## src/rtl/button_move_sequencer.sv

```systemverilog
// button_move_sequencer: debounced levels -> prioritised one-cycle move
// strobes, optional auto-repeat, and a four-button chord start strobe.
// Ports: i_Clk, i_Rst (sync, active-high), i_Buttons[3:0] (up,down,left,right),
//        o_Move[3:0] one-hot strobe, o_Game_Start strobe, o_Chord level.
// Option: define BUTTON_AUTO_REPEAT_EN to enable held-button auto-repeat.
module button_move_sequencer #(
  parameter int REPEAT_DELAY  = 12_500_000,
  parameter int REPEAT_PERIOD = 5_000_000,
  parameter int START_HOLD    = 25_000_000
) (
  input  logic       i_Clk,
  input  logic       i_Rst,
  input  logic [3:0] i_Buttons,
  output logic [3:0] o_Move,
  output logic       o_Game_Start,
  output logic       o_Chord
);

  localparam int MAX_DP  = (REPEAT_DELAY > REPEAT_PERIOD) ?
                           REPEAT_DELAY : REPEAT_PERIOD;
  localparam int MAX_ALL = (MAX_DP > START_HOLD) ? MAX_DP : START_HOLD;
  localparam int CW      = $clog2(MAX_ALL) + 1;

  localparam logic [CW-1:0] HOLD_END = CW'(START_HOLD - 1);
  localparam logic [CW-1:0] HOLD_PRE = CW'(START_HOLD - 2);

`ifdef BUTTON_AUTO_REPEAT_EN
  localparam logic [CW-1:0] DLY_END = CW'(REPEAT_DELAY - 1);
  localparam logic [CW-1:0] PER_END = CW'(REPEAT_PERIOD - 1);

  typedef enum logic [1:0] {
    IDLE,
    HELD_DELAY,
    HELD_REPEAT,
    CHORD
  } state_t;
`else
  typedef enum logic [1:0] {
    IDLE,
    HELD,
    CHORD
  } state_t;
`endif

  state_t        state, state_n;
  logic [CW-1:0] count, count_n;
  logic [3:0]    prev;
  logic [1:0]    dir, dir_n, low;
  logic [3:0]    move_n;
  logic          start_n;
  logic [3:0]    rise;
  logic          all_on;
  logic          dir_on;

  assign rise    = i_Buttons & ~prev;
  assign all_on  = &i_Buttons;
  assign dir_on  = i_Buttons[dir];
  assign o_Chord = (state == CHORD);

  // Lowest-index rising button wins a simultaneous press.
  always_comb begin
    low = 2'd0;
    priority case (1'b1)
      rise[0]: low = 2'd0;
      rise[1]: low = 2'd1;
      rise[2]: low = 2'd2;
      rise[3]: low = 2'd3;
      default: low = 2'd0;
    endcase
  end

  always_ff @(posedge i_Clk) begin
    if (i_Rst) begin
      state        <= IDLE;
      count        <= '0;
      prev         <= 4'hF;
      dir          <= 2'd0;
      o_Move       <= 4'd0;
      o_Game_Start <= 1'b0;
    end else begin
      state        <= state_n;
      count        <= count_n;
      prev         <= i_Buttons;
      dir          <= dir_n;
      o_Move       <= move_n;
      o_Game_Start <= start_n;
    end
  end

  always_comb begin
    state_n = state;
    count_n = count;
    dir_n   = dir;
    move_n  = 4'd0;
    start_n = 1'b0;
    unique case (state)
      IDLE: begin
        if (all_on) begin
          state_n = CHORD;
          count_n = '0;
        end else if (|rise) begin
          dir_n   = low;
          move_n  = 4'b0001 << low;
          count_n = '0;
`ifdef BUTTON_AUTO_REPEAT_EN
          state_n = HELD_DELAY;
`else
          state_n = HELD;
`endif
        end
      end
`ifdef BUTTON_AUTO_REPEAT_EN
      // Release outranks a repeat falling due in the same cycle.
      HELD_DELAY: begin
        if (!dir_on) begin
          state_n = IDLE;
          count_n = '0;
        end else if (all_on) begin
          state_n = CHORD;
          count_n = '0;
        end else if (count == DLY_END) begin
          move_n  = 4'b0001 << dir;
          state_n = HELD_REPEAT;
          count_n = '0;
        end else begin
          count_n = count + 1'b1;
        end
      end
      HELD_REPEAT: begin
        if (!dir_on) begin
          state_n = IDLE;
          count_n = '0;
        end else if (all_on) begin
          state_n = CHORD;
          count_n = '0;
        end else if (count == PER_END) begin
          move_n  = 4'b0001 << dir;
          count_n = '0;
        end else begin
          count_n = count + 1'b1;
        end
      end
`else
      HELD: begin
        if (!dir_on) begin
          state_n = IDLE;
          count_n = '0;
        end else if (all_on) begin
          state_n = CHORD;
          count_n = '0;
        end
      end
`endif
      // Start fires as the count steps onto its saturation value.
      CHORD: begin
        if (!all_on) begin
          state_n = IDLE;
          count_n = '0;
        end else if (count == HOLD_PRE) begin
          start_n = 1'b1;
          count_n = HOLD_END;
        end else if (count != HOLD_END) begin
          count_n = count + 1'b1;
        end
      end
      default: begin
        state_n = IDLE;
        count_n = '0;
      end
    endcase
  end

endmodule

```

## config.mk

```make
export PLATFORM = sky130hd
export DESIGN_NAME = button_move_sequencer
export DESIGN_NICKNAME = d
export VERILOG_FILES = /design/src/rtl/button_move_sequencer.sv
export SDC_FILE = /design/constraint.sdc
export NUM_CORES = 1
export LEC_CHECK = 0
export BUFFER_PORTS_ARGS = -buffer_cell sky130_fd_sc_hd__buf_2
export CORE_UTILIZATION = 50
export DETAILED_ROUTE_END_ITERATION = 12
export GPL_TIMING_DRIVEN = 0
export PLACE_DENSITY = 0.63
export RECOVER_POWER = 100
export SYNTH_ARGS = -nofsm -noshare
export SYNTH_HDL_FRONTEND = slang
export SYNTH_SLANG_ARGS = --single-unit
```

## constraint.sdc

```tcl
create_clock -name i_Clk -period 2.9 [get_ports i_Clk]
set_clock_uncertainty 0.15 [all_clocks]
set_input_delay 0.58 -clock i_Clk [delete_from_list [all_inputs] [get_ports i_Clk]]
set_output_delay 0.58 -clock i_Clk [all_outputs]
set_load 0.005 [all_outputs]
```

Yosys cells after proc, flatten, opt, wreduce, memory -nomap -nowiden
Cells that the tools add are included.
{"block": "classes", "add_sub_neg": 1, "magnitude_cmp": 1, "eq_ne": 8, "shift": 1, "mux": 21, "bitwise_logic": 6, "reduce_logical": 8}
{"op": "2-to-1 mux 26 bit", "count": 7}
{"op": "one-hot mux 26 bit (3 select lines)", "count": 1}
{"op": "adder 26 x 1 -> 26 bit, second input constant", "count": 1}
{"op": "== test 26 x 25 -> 1 bit, second input constant", "count": 1}
{"op": "inequality test 26 x 25 -> 1 bit, second input constant", "count": 1}
{"op": "2-to-1 mux 2 bit", "count": 9}
{"op": "AND reduction 3 bit", "count": 3}
{"op": "OR reduction 4 bit", "count": 2}
{"op": "inequality test 3 bit, second input constant", "count": 2}
{"op": "one-hot mux 2 bit (3 select lines)", "count": 1}
{"op": "AND 4 bit", "count": 1}
{"op": "inequality test 4 x 2 -> 1 bit, second input constant", "count": 1}
{"op": "inverter 1 bit", "count": 4}
{"op": "inverter 4 bit", "count": 1}
{"op": "AND reduction 4 bit", "count": 1}
{"op": "left shift 1 x 2 -> 4 bit, first input constant", "count": 1}
{"op": "less-than comparator 2 x 3 -> 1 bit, second input constant", "count": 1}
{"op": "OR reduction 3 bit", "count": 1}
{"op": "binary-select mux 1 bit (select 2 bit)", "count": 1}
{"op": "== test 2 x 1 -> 1 bit, second input constant", "count": 1}
{"op": "== test 2 bit, second input constant", "count": 1}
{"op": "zero test 2 bit", "count": 1}
{"op": "2-to-1 mux 1 bit", "count": 2}
{"op": "inequality test 2 bit, second input constant", "count": 1}
{"block": "word_totals", "regBits": 39, "out_inout_bits": 6, "wordCells": 52}

Logic depth before layout (Yosys ltp)
{"block": "depth", "ltp_word": 7, "mapped_depth": 8, "depth_no_buf": 7}

Worst setup path after synthesis
Ideal clock, no wire load.
{"block": "synth_path", "kind": "input to register", "startpoint": "in i_Buttons[3]", "endpoint": "reg count[17]", "arrival_time_ns": 1.884, "required_ns": 2.663, "slack_ns": 0.779, "cell_stages": 6, "path_cell_list": "mux2i_1 or4bb_1 o311a_1 o22ai_1 o311ai_1 o31ai_1"}
{"block": "synth_via", "elab_chain_cells": 4, "word_cells_on_any_way": 13}
{"item": "start: declaration", "line_no": "13", "source": "input logic [3:0] i_Buttons,"}
{"item": "binary-select mux 1 bit (select 2 bit) or AND 4 bit (tied branches)", "line_no": "57, 55"}
{"item": "2-to-1 mux 1 bit (not written as such) or OR reduction 4 bit (tied branches)", "line_no": "57, 101"}
{"item": "inequality test 3 bit (no line) or 2-to-1 mux 26 bit (tied branches)"}
{"item": "AND reduction 3 bit (no line) or one-hot mux 26 bit (3 select lines) (tied branches)"}
{"item": "end signal: assignment", "line_no": "82", "source": "count <= count_n;"}
{"item": "end: declaration", "line_no": "46", "source": "logic [CW-1:0] count, count_n;"}
Parallel ways exist; a longest one is shown, timed or not. The select of a mux whose other input is x is not followed.
A chain may end at the register's enable or synchronous reset.

Final worst setup path
{"block": "layout_path", "startpoint": "reg count[0]", "endpoint": "reg count[13]"}
{"block": "layout_via", "elab_chain_cells": 5, "word_cells_on_any_way": 9}
{"item": "adder 26 x 1 -> 26 bit", "line_no": "163", "source": "count_n = count + 1'b1;"}
{"item": "2-to-1 mux 26 bit", "line_no": "162", "source": "end else if (count != HOLD_END) begin"}
{"item": "2-to-1 mux 26 bit", "line_no": "159", "source": "end else if (count == HOLD_PRE) begin"}
{"item": "2-to-1 mux 26 bit", "line_no": "156", "source": "if (!all_on) begin"}
{"item": "one-hot mux 26 bit (3 select lines)", "line_no": "96", "source": "unique case (state)"}
Parallel ways exist; a longest one is shown, timed or not. The select of a mux whose other input is x is not followed.

==> impl_metrics.env <==
export IMPL_dpl_cell_count=316
export IMPL_final_cell_mix="dfxtp_1, nand2_1, nor2_1, nand3_1"
export IMPL_worstPathArrival_ns=2.63
export IMPL_fin_util=0.577
export IMPL_cp_start_kind="flop"
export IMPL_synth_area_um2=2100
export IMPL_p_per_area_nw_per_um2=480
export IMPL_rsz0062_at_grt="no"
export IMPL_cp_data_required_time_ns=2.96
export IMPL_critPathCaptureType="flop"
export IMPL_tns_ns=0
export IMPL_antenna_found_initial=0
export IMPL_finalHoldViolations=0
export IMPL_core_area_um2=4000
export IMPL_hold_path_end="count[22]$_SDFFE_PP0P_"
export IMPL_gr_usage_all_layers=0.261
export IMPL_synth_edf_count=0
export IMPL_first_pass_iters=4
export IMPL_clockBufferDepth=2
export IMPL_clkTransAtPathRegs_ns=0.08
export IMPL_cts_resized=0
export IMPL_syn_inst=256
export IMPL_initial_core_util=0.524
export IMPL_finalMaxSlewViolations=0
export IMPL_r2r_start="count[0]$_SDFFE_PP0P_"
export IMPL_routed_wl_um=5030
export IMPL_synthArstFlopShare=0
export IMPL_place_area_um2=2210
export IMPL_route_detailed_drc=0
export IMPL_cts_buffers=5
export IMPL_worstReg2RegEnd="count[13]$_SDFFE_PP0P_"
export IMPL_area_growth_pct=10.2
export IMPL_rows=23
export IMPL_syn_num_nets=264
export IMPL_hpwl_um=3750
export IMPL_total_leakage_power_nw=0.740
export IMPL_fmax_mhz=389
export IMPL_ant_nets=0
export IMPL_r2r_slack_ns=0.33
export IMPL_yosys_warnings=0
export IMPL_ys_seq_area_frac=0.373
export IMPL_cts_tree="yes"
export IMPL_synth_top_area_cell="dfxtp_1"
export IMPL_die_area_um2=4450
export IMPL_ys_ff_latch=39
export IMPL_nNetsFinal=281
export IMPL_vias=1927
export IMPL_htreeDepth=2
export IMPL_worstHoldStart="count[22]$_SDFFE_PP0P_"
export IMPL_status="completed"
export IMPL_grt_max_degree=13
export IMPL_ys_flop_type="dfxtp_1"
export IMPL_ctsRootBufferMaster="clkbuf_8"
export IMPL_portBuffers=10
export IMPL_crit_fanout=10
export IMPL_worstSetupPathType="reg2reg"
export IMPL_final_area_um2=2310
export IMPL_tightestPinTransition_ns=0.669
export IMPL_gp_congestion=0.864
export IMPL_io_pins=12
export IMPL_cts_hold_buf=0
export IMPL_period_needed_ns=2.57
export IMPL_cts_sinks=39
export IMPL_synthTopCellsByArea="dfxtp_1, nand2_1, nand3_1, o21ai_0, nor2_1"
export IMPL_grt_pass1_wl_um=8510
export IMPL_holdWs_ns=0.354
export IMPL_vias_per_cell=5.95
export IMPL_report_power_total_mw=1.11
export IMPL_syn_avg_cell_area_um2=8.19
export IMPL_r2r_cells=7
export IMPL_die_w_um=66.7
export IMPL_cts_setup_buffers=0
export IMPL_grt_pass1_vias=1671
export IMPL_drive_gt1_frac=0.0949
export IMPL_avgRoutedWirePerCell_um=15.5
export IMPL_worstSkewPairLatency_ns=0.29
export IMPL_final_cells=324
export IMPL_layout_commonest_cell="dfxtp_1"
export IMPL_min_delay_path_depth=2
export IMPL_pre_cts_ws_ns=0.205
export IMPL_setup_ws_ns=0.332
export IMPL_synth_top_area_share=0.373
export IMPL_drv_cap=0
export IMPL_fp_dieH_um=66.7
export IMPL_setup_viol=0
export IMPL_grt_overflow=0
export IMPL_holdCritPathClass="reg2reg"
export IMPL_ys_types=51
export IMPL_drt_iter0_drc=141
export IMPL_filler_cell_count=364
export IMPL_slew_headroom=0.554
export IMPL_min_period_over_period=0.886
export IMPL_vdd_drop_max_mv=0.252
export IMPL_diodes=0
[area by class of cell]
class | instances | area, um2 | share of cell area
inverters | 6 | 22.5 | 0.00975
multi-input cells | 201 | 1240 | 0.539
clock buffers | 6 | 82.6 | 0.0358
repair buffers | 10 | 41.3 | 0.0179
well taps | 50 | 62.6 | 0.0271
clock inverters | 2 | 35.0 | 0.0152
flip-flops and latches | 39 | 781 | 0.338
plain buffers | 10 | 40.0 | 0.0173
[how the worst max path moves through the flow]
stage                                      start                      to  slack (ns)
after floorplan                     i_Buttons[3]  count[17]$_SDFFE_PP0P_        0.78
after global placement              i_Buttons[0]   count[5]$_SDFFE_PP0P_        0.22
after detailed placement            i_Buttons[2]   count[5]$_SDFFE_PP0P_        0.20
after CTS                 count[10]$_SDFFE_PP0P_  count[19]$_SDFFE_PP0P_        0.43
after global routing                i_Buttons[2]  count[12]$_SDFFE_PP0P_        0.11
final                      count[0]$_SDFFE_PP0P_  count[13]$_SDFFE_PP0P_        0.33
[routing by layer]
layer  routed length (um)  GRT usage  vias to the layer above  share of wire
li1                     -          -                     1000              -
met1                 2640      0.373                      882           0.53
met2                 2060      0.386                       37           0.41
met3                  237     0.0514                        8          0.047
met4                   91     0.0878                        0          0.018
met5                    0          0                        -              0
[flip-flops by register name (all words and copies together) (netlist names)]
signal / count
count: 26
dir: 2
o_Game_Start: 1
o_Move: 4
prev: 4
state: 2
[report_power, final]
part	internal, mW	switching, mW	total [mW]
registers	0.543	0.00396	0.547
logic	0.0294	0.0628	0.0922
clock network	0.278	0.191	0.469
total	0.851	0.257	1.11
[Yosys cell counts (all sizes together) (7+ instances only)]
| cell type | instances |
|---|---|
| o21ai | 16 |
| a31oi | 8 |
| dfxtp | 39 |
| o31ai | 7 |
| or3 | 8 |
| a21oi | 8 |
| clkbuf | 7 |
| o211ai | 7 |
| nand3 | 17 |
| nand2b | 8 |
| nor3 | 10 |
| nand2 | 27 |
| nor2 | 18 |
| nand4 | 11 |
[worst max-delay path, stage by stage, from the launching register on]
cell,delay (ns)
dfxtp_1,0.45
ha_1,0.33
nand2_1,0.16
or3_4,0.40
o22ai_4,0.28
clkbuf_1,0.44
nand2_1,0.10
a31oi_1,0.18
[cell families (layout without fill, tap and decap cells)]
group | count (synthesis) | after routing | share of synthesized area
buffers and inverters | 16 | 34 | 0.0334
flip-flops | 39 | 39 | 0.373
adder cells (fa/ha/maj) | 2 | 2 | 0.0119
multiplexers | 3 | 3 | 0.0149
AO/OA/AOI/OAI | 62 | 62 | 0.201
AND/OR/NAND/NOR | 133 | 133 | 0.362
XOR/XNOR | 1 | 1 | 0.00418
Note: power is estimated with default switching activity, not from simulation.
